`config.mk`:
```
export PLATFORM = sky130hd
export DESIGN_NAME = prog_delay_line
export DESIGN_NICKNAME = d
export VERILOG_FILES = /design/src/rtl/delay_pkg.sv /design/src/rtl/delay_ram.sv /design/src/rtl/prog_delay_line.sv
export SDC_FILE = /design/constraint.sdc
export NUM_CORES = 1
export LEC_CHECK = 0
export CAP_MARGIN = 20
export CORE_MARGIN = 2
export CORE_UTILIZATION = 42
export DETAILED_ROUTE_END_ITERATION = 10
export PLACE_DENSITY = 0.62
export SETUP_SLACK_MARGIN = 0.4
export SYNTH_ARGS = -nofsm -noshare
export SYNTH_HDL_FRONTEND = slang
export SYNTH_SLANG_ARGS = --single-unit
```
`constraint.sdc`:
```
create_clock -name clk -period 8.1 [get_ports clk]
set_input_delay 0.81 -clock clk [delete_from_list [all_inputs] [get_ports clk]]
set_output_delay 0.81 -clock clk [all_outputs]
set_load 0.05 [all_outputs]
```
`src/rtl/delay_pkg.sv`:
```
// Shared constants and delay clamp helper for the programmable delay line.
package delay_pkg;

  localparam int DEF_WIDTH     = 8;
  localparam int DEF_MAX_DEPTH = 16;

  // Maps a requested delay onto the legal range 1..max_d.
  function automatic int unsigned clamp_dly(input int unsigned d, input int unsigned max_d);
    if (d == 0)     return 1;
    if (d > max_d)  return max_d;
    return d;
  endfunction

endpackage

```
`src/rtl/delay_ram.sv`:
```
// Circular sample store: data entries plus valid bits, async read, sync valid clear.
module delay_ram #(
  parameter  int WIDTH = 8,
  parameter  int DEPTH = 16,
  localparam int AW    = $clog2(DEPTH)
) (
  input  logic             clk,
  input  logic             clr,
  input  logic             we,
  input  logic [AW-1:0]    waddr,
  input  logic [WIDTH-1:0] wdata,
  input  logic             wvld,
  input  logic [AW-1:0]    raddr,
  output logic [WIDTH-1:0] rdata,
  output logic             rvld
);

  logic [WIDTH-1:0] mem_q [DEPTH];
  logic [DEPTH-1:0] vld_q;
  logic [DEPTH-1:0] vld_d;

  // Clear wins over a same-edge write so a flushed sample can never survive.
  always_comb begin
    vld_d = vld_q;
    if (clr) begin
      vld_d = '0;
    end else if (we) begin
      vld_d[waddr] = wvld;
    end
  end

  always_ff @(posedge clk) begin
    vld_q <= vld_d;
  end

  always_ff @(posedge clk) begin
    if (we) begin
      mem_q[waddr] <= wdata;
    end
  end

  assign rdata = mem_q[raddr];
  assign rvld  = vld_q[raddr];

endmodule

```
`src/rtl/prog_delay_line.sv`:
```
// Programmable delay line: latency of dly enabled cycles (clamped to 1..MAX_DEPTH).
// A change of the clamped delay or a flush discards every in-flight sample.
module prog_delay_line
  import delay_pkg::*;
#(
  parameter  int WIDTH     = DEF_WIDTH,
  parameter  int MAX_DEPTH = DEF_MAX_DEPTH,
  localparam int DLY_W     = $clog2(MAX_DEPTH + 1)
) (
  input  logic             clk,
  input  logic             rst,
  input  logic             en,
  input  logic             flush,
  input  logic [DLY_W-1:0] dly,
  input  logic [WIDTH-1:0] din,
  input  logic             din_vld,
  output logic [WIDTH-1:0] dout,
  output logic             dout_vld,
  output logic [DLY_W-1:0] dly_act
);

  localparam int          AW      = $clog2(MAX_DEPTH);
  localparam int unsigned DEPTH_U = MAX_DEPTH;

  logic [AW-1:0]    wp_q, wp_d, wp_inc, rd_idx;
  logic [WIDTH-1:0] dout_q, dout_d;
  logic             dout_vld_q, dout_vld_d;
  logic [DLY_W-1:0] dly_act_q, dly_act_d, dly_clamp;
  logic             dly_chg;
  logic             ram_we, ram_clr;
  logic [WIDTH-1:0] ram_rdata;
  logic             ram_rvld;
  int unsigned      rd_off, rd_sum;

  always_comb begin
    dly_clamp = DLY_W'(clamp_dly(32'(dly), DEPTH_U));
    dly_chg   = (dly_clamp != dly_act_q);
    wp_inc    = (wp_q == AW'(MAX_DEPTH - 1)) ? '0 : wp_q + AW'(1);
    // Read index is wp - (D-1) modulo MAX_DEPTH, done without a divider.
    rd_off    = 32'(dly_act_q) - 32'd1;
    rd_sum    = 32'(wp_q) + DEPTH_U - rd_off;
    if (rd_sum >= DEPTH_U) begin
      rd_sum = rd_sum - DEPTH_U;
    end
    rd_idx    = AW'(rd_sum);
  end

  always_comb begin
    wp_d       = wp_q;
    dout_d     = dout_q;
    dout_vld_d = dout_vld_q;
    dly_act_d  = dly_act_q;
    ram_we     = 1'b0;
    ram_clr    = 1'b0;
    if (flush || dly_chg) begin
      ram_clr    = 1'b1;
      dout_vld_d = 1'b0;
      dly_act_d  = dly_clamp;
    end else if (en) begin
      ram_we = 1'b1;
      wp_d   = wp_inc;
      // D=1 is a single register stage: the entry being written is the one to emit.
      if (dly_act_q == DLY_W'(1)) begin
        dout_d     = din;
        dout_vld_d = din_vld;
      end else begin
        dout_d     = ram_rdata;
        dout_vld_d = ram_rvld;
      end
    end
  end

  always_ff @(posedge clk) begin
    if (rst) begin
      wp_q       <= '0;
      dout_q     <= '0;
      dout_vld_q <= 1'b0;
      dly_act_q  <= dly_clamp;
    end else begin
      wp_q       <= wp_d;
      dout_q     <= dout_d;
      dout_vld_q <= dout_vld_d;
      dly_act_q  <= dly_act_d;
    end
  end

  delay_ram #(
    .WIDTH (WIDTH),
    .DEPTH (MAX_DEPTH)
  ) u_ram (
    .clk   (clk),
    .clr   (ram_clr | rst),
    .we    (ram_we & ~rst),
    .waddr (wp_q),
    .wdata (din),
    .wvld  (din_vld),
    .raddr (rd_idx),
    .rdata (ram_rdata),
    .rvld  (ram_rvld)
  );

  assign dout     = dout_q;
  assign dout_vld = dout_vld_q;
  assign dly_act  = dly_act_q;

endmodule

```
==> results of run 1 <==
==> flip-flops by register name, indices dropped and copies added, names as in the netlist <==
signal       flops
wp_q             4
dly_act          5
dout             8
u_ram.mem_q    128
u_ram.vld_q     16
dout_vld         1
==> worst max path at each step <==
stage	start	end	slack [ps]	cells past startpoint
finish	dly[4]	u_ram.mem_q[0][7]$_DFFE_PP_	4170	7
global route	dly[4]	u_ram.mem_q[0][3]$_DFFE_PP_	3980	7
CTS	dly[4]	u_ram.mem_q[1][0]$_DFFE_PP_	4010	7
detailed placement	dly[4]	u_ram.mem_q[1][4]$_DFFE_PP_	3560	7
global placement	dly[4]	u_ram.mem_q[8][6]$_DFFE_PP_	3780	7
floorplan	dly[4]	u_ram.mem_q[4][0]$_DFFE_PP_	4910	8
==> per-layer routing <==
metal | track usage | part of all wire | vias to the layer above
met5 | 0 | 0 | -
met4 | 0.0693 | 0.017 | 0
met3 | 0.0341 | 0.046 | 23
met2 | 0.273 | 0.47 | 112
met1 | 0.253 | 0.46 | 2009
li1 | - | - | 1769
==> cell families after synthesis <==
| logic type | synth area share |
|---|---|
| AO/OA/AOI/OAI | 0.0545 |
| XOR/XNOR | 0.0150 |
| adder cells (fa/ha/maj) | 0.0191 |
| buffers and inverters | 0.0267 |
| flip-flops | 0.659 |
| multiplexers | 0.166 |
| AND/OR/NAND/NOR | 0.0597 |
==> stage by stage <==
step                setup WS [ps]   util  hold WS [ps]  power, mW  cells
floorplan                    4910      -           448       1.08    426
global placement             3780  0.463           460       1.14    651
detailed placement           3560  0.464           466       1.15    654
CTS                          4010  0.501           476       1.94    685
global route                 3980  0.504           503       1.98    695
finish                       4170  0.504           479       1.92    695
==> worst register-to-register path, cell delays in order, from the launching register on <==
cell	delay, ps
edfxtp_1	470
inv_1	100
ha_1	300
inv_1	60
fa_1	480
xor2_4	740
xnor2_1	200
nand4b_1	500
mux2i_1	420
a211oi_1	120
==> power by group through the flow <==
stage / registers, mW / clock network, mW / logic, mW
floorplan: 0.932 / 0 / 0.145
detailed placement: 0.924 / 0 / 0.222
finish: 0.906 / 0.796 / 0.220
CTS: 0.906 / 0.808 / 0.223
global placement: 0.924 / 0 / 0.221
global route: 0.906 / 0.838 / 0.235
==> final cells by class <==
class | count | area share
clock buffer | 17 | 0.0527
inverter | 10 | 0.00465
tap | 216 | 0.0335
sequential | 162 | 0.567
multi-input combinational | 228 | 0.271
timing repair buffer | 48 | 0.0512
clock inverter | 14 | 0.0203
==> placed cells by master (no fill, tap or decap), types with 2 or more instances in the layout <==
master / count
xnor2_1: 5
o21ai_0: 20
or2_2: 2
dfxtp_1: 29
clkinv_1: 3
nor2_1: 18
clkinvlp_4: 2
mux2i_1: 34
a211oi_1: 9
clkbuf_2: 3
clkbuf_4: 2
ha_1: 8
nand4_1: 13
nand3b_1: 2
bufinv_16: 3
a21oi_1: 21
clkinv_4: 2
mux4_2: 36
edfxtp_1: 133
buf_2: 7
buf_4: 5
clkdlybuf4s50_1: 31
nand2_1: 13
clkbuf_16: 17
clkinv_2: 2
nor3_1: 20
inv_1: 10
nor2b_1: 2
o211ai_1: 2
==> results.cfg, run 1 <==
[detailed_routing]
ant_nets = 0
drt_pass1_iterations = 4
drc = 0
via_count = 3913
wl_um = 15000
vias_per_cell = 5.63
wl_per_cell_um = 21.6
first_iter_violations = 357

[hold_path]
hold_depth = 2
min_path_type = reg -> reg
hp-start = u_ram.vld_q[9]$_SDFFE_PP0P_
min_to = u_ram.vld_q[9]$_SDFFE_PP0P_

[global_route]
antenna_found_initial = 0
grt_max_degree = 37
grt_pass1_wl_um = 22900
grt_pass1_vias = 3835
gr-total-overflow = 0
track_usage = 0.178

[setup_path]
crit_chain = clkdlybuf4s50_1 > or3_1 > a21oi_2 > o2111ai_4 > or2_1 > buf_4 > nor3_1
cp-start-kind = input port
cpPeakStageDelay_ps = 880
crit_buf_inv = 2
crit_path_end_kind = register
critPathKind = in -> reg
r2r_end = dout[5]$_SDFFE_PP0P_
reg2reg_from = dly_act[1]$_DFFE_PP_
critPathSlowestCell = nor3_1
ff2ff_path_depth = 9
required_ps = 8140
path_max_fanout = 20
cp_data_arrival_time_ps = 3970
cp_top_family = simple AND/OR/NAND/NOR gates
r2r_slack_ps = 4580

[synthesis]
synthesis.area_um2 = 6940
syn_nets = 454
synthTopCellsByArea = edfxtp_1 58%, mux4_2 12%, dfxtp_1 8.4%, mux2i_1 4.9%, ha_1 1.6%
yosysWarningCount = 0
synth_seq_cells = 162
netlist.area_leader.share = 0.576
seq_area_frac_synth = 0.659
synth_flop_cell = edfxtp_1
synth_top_cells_by_count = 133 x edfxtp_1, 36 x mux4_2, 34 x mux2i_1, 29 x dfxtp_1, 21 x a21oi_1
yosysMostFrequentCell = edfxtp_1
async_reset_ff_frac = 0
synthCells = 426
synth_top_cell_by_area = edfxtp_1
yosysUniqueCellTypes = 45
syn_area_per_cell_um2 = 16.3
synth_edf_count = 133

[clocking]
htreeDepth = 4
cts_root_buf = clkbuf_16
cts.sinks = 162
cts_tree = done
postCtsSetupBuffers = 0
clkTransAtPathRegs_ps = 60
ctsResizeCount = 0
cts_made_buffers = 17
clockBufferDepth = 2
worstSkewPairLatency_ps = 420
ctsHoldBuffers = 0

[pwr]
power.share.clock = 0.414
p_seq_frac = 0.471
power_leakage_nw = 2.64
power_density_nw_per_um2 = 238
p_sw_uw = 445
vdd_ir_drop_max_mv = 0.158
swShare = 0.231
comb_power_share = 0.115
intPower_mw = 1.48

[final_layout]
seqCellArea_um2 = 4570
final_cell_area_um2 = 8070
drive_gt1_frac = 0.186
fill_cells = 1378
nets = 495
synthToLayoutAreaGrowth_pct = 16.2
multi_input_area_um2 = 2180
antennaDiodeCount = 0

[status]
status = finished clean

[sta]
slew_headroom = 0.287
setup_viol = 0
maxSlewViolCount = 0
rsz0062_at_grt = false
max_freq_mhz = 254
final-hold-violation-count = 0
fin_crit_sh = 0.485
finalCriticalPeriod_ps = 3930
tns_ps = 0
worst_pin_slew_ps = 1060
finClkSkew_ps = 5.09

[place]
placed_cell_area_um2 = 7420
numPortBuffers = 31
finalWeightedCongestion = 0.772
dp.final_hpwl_um = 9840

[floorplanning]
io_pins = 32
core_um2 = 16000
rows = 46
initial_core_util = 0.434
die_x_um = 133
fp.dieArea_um2 = 17600
die_h_um = 133

[flow_run]
maxCapViolCount = 0
No activity file was read; power rests on OpenSTA's default activity.
==> run 2, diff against run 1 <==
--- a/config.mk
+++ b/config.mk
@@ -9,7 +9,7 @@
 export CORE_MARGIN = 2
 export CORE_UTILIZATION = 42
 export DETAILED_ROUTE_END_ITERATION = 10
-export PLACE_DENSITY = 0.62
+export PLACE_DENSITY = 0.64
 export SETUP_SLACK_MARGIN = 0.4
 export SYNTH_ARGS = -nofsm -noshare
 export SYNTH_HDL_FRONTEND = slang
==> constraint.sdc (replaced) <==
create_clock -name clk -period 3.32 [get_ports clk]
set_input_delay 0.332 -clock clk [delete_from_list [all_inputs] [get_ports clk]]
set_output_delay 0.332 -clock clk [all_outputs]
set_load 0.05 [all_outputs]
==> results.cfg, run 2 (same netlist as run 1, synthesis figures left out) <==
[status]
status = finished clean

[final_layout]
final_util = 0.521
final_cell_area_um2 = 8330
regMostFlops = u_ram.mem_q
nets = 510
synthToLayoutAreaGrowth_pct = 20.1
antennaDiodeCount = 0
final_cell_mix = 133 x edfxtp_1, 36 x mux4_2, 31 x clkdlybuf4s50_1
largest_register_ff_count = 128
drive_gt1_frac = 0.244
fill_cells = 1335
final_cells = 711
layout_commonest_cell = edfxtp_1

[sta]
worst_pin_slew_ps = 774
tns_ps = 0
slew_headroom = 0.477
rsz0062_at_grt = false
maxSlewViolCount = 0
final-hold-violation-count = 0
finClkSkew_ps = 6.00
setup_ws_ps = 509
max_freq_mhz = 356
fin_crit_sh = 0.847
setup_viol = 0
holdWs_ps = 482
finalCriticalPeriod_ps = 2810

[clocking]
cts_tree = done
cts_root_buf = clkbuf_16
cts.sinks = 162
clockBufferDepth = 2
htreeDepth = 4
cts_made_buffers = 17
clkTransAtPathRegs_ps = 70
worstSkewPairLatency_ps = 430

[global_route]
grt_max_degree = 39
track_usage = 0.180
antenna_found_initial = 0
gr-total-overflow = 0
grt_pass1_vias = 3982
grt_pass1_wl_um = 23600

[floorplanning]
fp.dieArea_um2 = 17600
die_h_um = 133
rows = 46
die_x_um = 133
io_pins = 32
initial_core_util = 0.434
core_um2 = 16000

[place]
dp.final_hpwl_um = 9840
numPortBuffers = 31
dpl_worst_slack_ps = 187
dp_cells = 672
placed_cell_area_um2 = 7640
finalWeightedCongestion = 0.770

[setup_path]
critPathKind = reg -> reg
crit_chain = inv_1 > ha_1 > inv_1 > fa_2 > buf_4 > buf_12 > mux4_2 > mux2i_2 > mux2i_1 > mux2i_1 > a211oi_1
critPathSlowestCell = fa_2
startpoint = dly_act[1]$_DFFE_PP_
r2r_end = dout[3]$_SDFFE_PP0P_
r2r_slack_ps = 510
ff2ff_path_depth = 11
endpoint = dout[3]$_SDFFE_PP0P_
crit_path_end_kind = register
cp_data_arrival_time_ps = 3100
cpPeakStageDelay_ps = 550
reg2reg_from = dly_act[1]$_DFFE_PP_
cp-start-kind = register
path_max_fanout = 13
required_ps = 3610

[detailed_routing]
vias_per_cell = 5.58
ant_nets = 0
wl_per_cell_um = 21.3
wl_um = 15100
via_count = 3966
drc = 0
drt_pass1_iterations = 5
first_iter_violations = 474

[pwr]
p_total_mw = 4.80
power_leakage_nw = 2.75
vdd_ir_drop_max_mv = 0.411
power_density_nw_per_um2 = 575

[hold_path]
min_path_type = reg -> reg
hold_depth = 2

[flow_run]
maxCapViolCount = 0
-- run 2: changes by cell type in the layout (fill, tap and decap cells not counted), moves of 4 or more --
| cell | previous run | this run |
|---|---|---|
| buf_12 | 0 | 4 |
| nor3_2 | 0 | 5 |
| buf_2 | 7 | 0 |
| buf_4 | 5 | 26 |
| mux2i_2 | 0 | 5 |
| inv_6 | 1 | 7 |
| nor3_1 | 20 | 15 |
| mux2i_1 | 34 | 29 |
-- run 2: how the worst min path moves through the flow --
stage / start / endpoint / slack (ps)
floorplan: rst / dout[5]$_SDFFE_PP0P_ / 400
global placement: u_ram.vld_q[14]$_SDFFE_PP0P_ / u_ram.vld_q[14]$_SDFFE_PP0P_ / 460
detailed placement: u_ram.vld_q[4]$_SDFFE_PP0P_ / u_ram.vld_q[4]$_SDFFE_PP0P_ / 470
CTS: u_ram.vld_q[2]$_SDFFE_PP0P_ / u_ram.vld_q[2]$_SDFFE_PP0P_ / 480
global route: u_ram.vld_q[6]$_SDFFE_PP0P_ / u_ram.vld_q[6]$_SDFFE_PP0P_ / 500
finish: u_ram.vld_q[3]$_SDFFE_PP0P_ / u_ram.vld_q[3]$_SDFFE_PP0P_ / 480
-- run 2: area by class of cell --
cell class	instances	area [um^2]	share of cell area
clock inverters	14	163	0.0195
clock buffers	18	429	0.0515
repair buffers	63	622	0.0746
inverters	10	37.5	0.00450
flip-flops and latches	162	4570	0.549
multi-input cells	228	2240	0.269
well taps	216	270	0.0324
-- run 2: power breakdown --
part,switching [mW],internal (mW)
combinational,0.328,0.291
sequential,0.00753,2.20
clock,0.835,1.13
total,1.17,3.63
-- run 2: critical path, delay by kind of cell (launching register included) --
| kind | cells | cell delay, ps |
|---|---|---|
| flip-flops | 1 | 390 |
| buffers and inverters | 4 | 460 |
| adder cells (fa/ha/maj) | 2 | 850 |
| multiplexers | 4 | 850 |
| AO/OA/AOI/OAI | 1 | 100 |
-- run 2: what timing repair did --
item / in CTS / in global routing
gates cloned: 0 / 1
pin swaps: 0 / 2
setup buffers: 1 / 5
endpoints found under the setup margin: 9 / 9
resized for setup: 4 / 5
hold buffers: 0 / 0
-- run 2: routing by layer --
metal / GRT usage / vias up / wire length (um)
li1: - / 1807 / -
met5: 0 / - / 0
met1: 0.257 / 2011 / 6980
met4: 0.0669 / 0 / 206
met3: 0.0410 / 15 / 785
met2: 0.273 / 133 / 7150
==> run 3, diff against run 2 <==
--- a/config.mk
+++ b/config.mk
@@ -9,7 +9,7 @@
 export CORE_MARGIN = 2
 export CORE_UTILIZATION = 42
 export DETAILED_ROUTE_END_ITERATION = 10
-export PLACE_DENSITY = 0.64
+export PLACE_DENSITY = 0.62
 export SETUP_SLACK_MARGIN = 0.4
 export SYNTH_ARGS = -nofsm -noshare
 export SYNTH_HDL_FRONTEND = slang
==> constraint.sdc (replaced) <==
create_clock -name clk -period 2.6 [get_ports clk]
set_input_delay 0.26 -clock clk [delete_from_list [all_inputs] [get_ports clk]]
set_output_delay 0.26 -clock clk [all_outputs]
set_load 0.05 [all_outputs]
==> results.cfg, run 3 (same netlist as run 1, synthesis figures left out) <==
[pwr]
vdd_ir_drop_max_mv = 0.512
p_total_mw = 6.09
power_leakage_nw = 3.19
power_density_nw_per_um2 = 665

[final_layout]
nets = 547
drive_gt1_frac = 0.359
synthToLayoutAreaGrowth_pct = 32.1
antennaDiodeCount = 0
layout_commonest_cell = edfxtp_1
final_cell_mix = 133 x edfxtp_1, 36 x mux4_2, 31 x clkdlybuf4s50_1
largest_register_ff_count = 128
regMostFlops = u_ram.mem_q

[setup_path]
cp_data_arrival_time_ps = 2990
critPathSlowestCell = fa_2
path_max_fanout = 6
critPathKind = reg -> reg
crit_chain = inv_2 > ha_4 > inv_2 > fa_2 > buf_12 > mux4_2 > mux2i_1 > nor2_1 > a221oi_2 > a211oi_2
cp-start-kind = register
cpPeakStageDelay_ps = 580
cp_top_family = adder cells
crit_path_end_kind = register
cp_common_cell = inv_2
required_ps = 2900
crit_buf_inv = 3

[detailed_routing]
first_iter_violations = 348
vias_per_cell = 5.46
wl_um = 15400
via_count = 4085
drt_pass1_iterations = 4
wl_per_cell_um = 20.5
drc = 0
ant_nets = 0

[sta]
max_freq_mhz = 373
setup_ws_ps = -83.4
slew_headroom = 0.445
finClkSkew_ps = 7.11
fin_crit_sh = 1.03
finalCriticalPeriod_ps = 2680
tns_ps = -193
setup_viol = 4
maxSlewViolCount = 0
rsz0062_at_grt = true
holdWs_ps = 496
final-hold-violation-count = 0
worst_pin_slew_ps = 821

[place]
dp.final_hpwl_um = 9600
finalWeightedCongestion = 0.761
numPortBuffers = 31

[clocking]
clkTransAtPathRegs_ps = 60
htreeDepth = 4
cts.sinks = 162
cts_root_buf = clkbuf_16
cts_tree = done
cts_made_buffers = 17
clockBufferDepth = 2
worstSkewPairLatency_ps = 420

[floorplanning]
fp.dieArea_um2 = 17600
io_pins = 32
core_um2 = 16000
rows = 46
die_h_um = 133
die_x_um = 133
initial_core_util = 0.434

[global_route]
grt_max_degree = 23
grt_pass1_vias = 4249
grt_pass1_wl_um = 24200
gr-total-overflow = 0
track_usage = 0.185
antenna_found_initial = 0

[flow_run]
maxCapViolCount = 0

[hold_path]
min_path_type = reg -> reg

[status]
violations = setup timing
status = finished, violations left
run 3: changes by cell type in the layout (fill, tap and decap cells not counted), moves of 5 or more:
| cell | before | now |
|---|---|---|
| buf_6 | 1 | 19 |
| a21oi_1 | 21 | 4 |
| nor3_4 | 0 | 16 |
| a21oi_2 | 1 | 16 |
| buf_12 | 4 | 16 |
| nor3_1 | 15 | 4 |
| inv_6 | 7 | 2 |
| nor3_2 | 5 | 0 |
run 3: tightest hold or removal path: cells and delay by family (launching register included):
| family | cells | cell delay, ps |
|---|---|---|
| AOI/OAI and AO/OA | 1 | 50 |
| and+or+nand+nor | 1 | 90 |
| DFF | 1 | 310 |
run 3: power breakdown:
part	switching, mW	internal (mW)
Combinational	0.450	0.495
Clock	0.962	1.37
Sequential	0.00672	2.81
Total	1.42	4.67
run 3: area by class of cell:
type	count	area, um^2
fill	1271	6830
sequential	162	4570
multi-input combinational	228	2530
timing repair buffer	100	1200
clock buffer	23	468
tap	216	270
clock inverter	9	82.6
inverter	10	37.5
run 3: worst paths after layout:
kind,from,endpoint,slack (ps),cells past startpoint
worst max-delay path,dly_act[0]$_DFFE_PP_,dout_vld$_SDFFE_PP0P_,-80,10
worst min-delay path,dout[2]$_SDFFE_PP0P_,dout[2]$_SDFFE_PP0P_,500,2
worst max register to register,dly_act[0]$_DFFE_PP_,dout_vld$_SDFFE_PP0P_,-80,10
worst min register to register,dout[2]$_SDFFE_PP0P_,dout[2]$_SDFFE_PP0P_,500,2
run 3: metrics by stage:
step                      area, um^2  setup slack [ps]  cells  utilization
after floorplan                 7030              -334    426            -
after global placement          7960             -32.1    696        0.497
after detailed placement        7960              -106    696        0.497
after CTS                       8990             -70.2    745        0.562
after global routing            9170              -207    748        0.573
final                           9170             -83.4    748        0.573
run 3: routing by layer:
metal	global-route usage	part of all wire	vias to the layer above
li1	-	-	1883
met1	0.256	0.46	2107
met2	0.288	0.49	79
met3	0.0406	0.036	16
met4	0.0675	0.014	0
met5	0	0	-
run 3: repair_timing:
item / 4_1_cts / 5_1_grt
gates resized for setup: 62 / 30
buffers inserted: 14 / 2
cloned: 3 / 1
setup endpoints to repair: 137 / 158
pin swaps: 20 / 6
hold buffers: 0 / 0
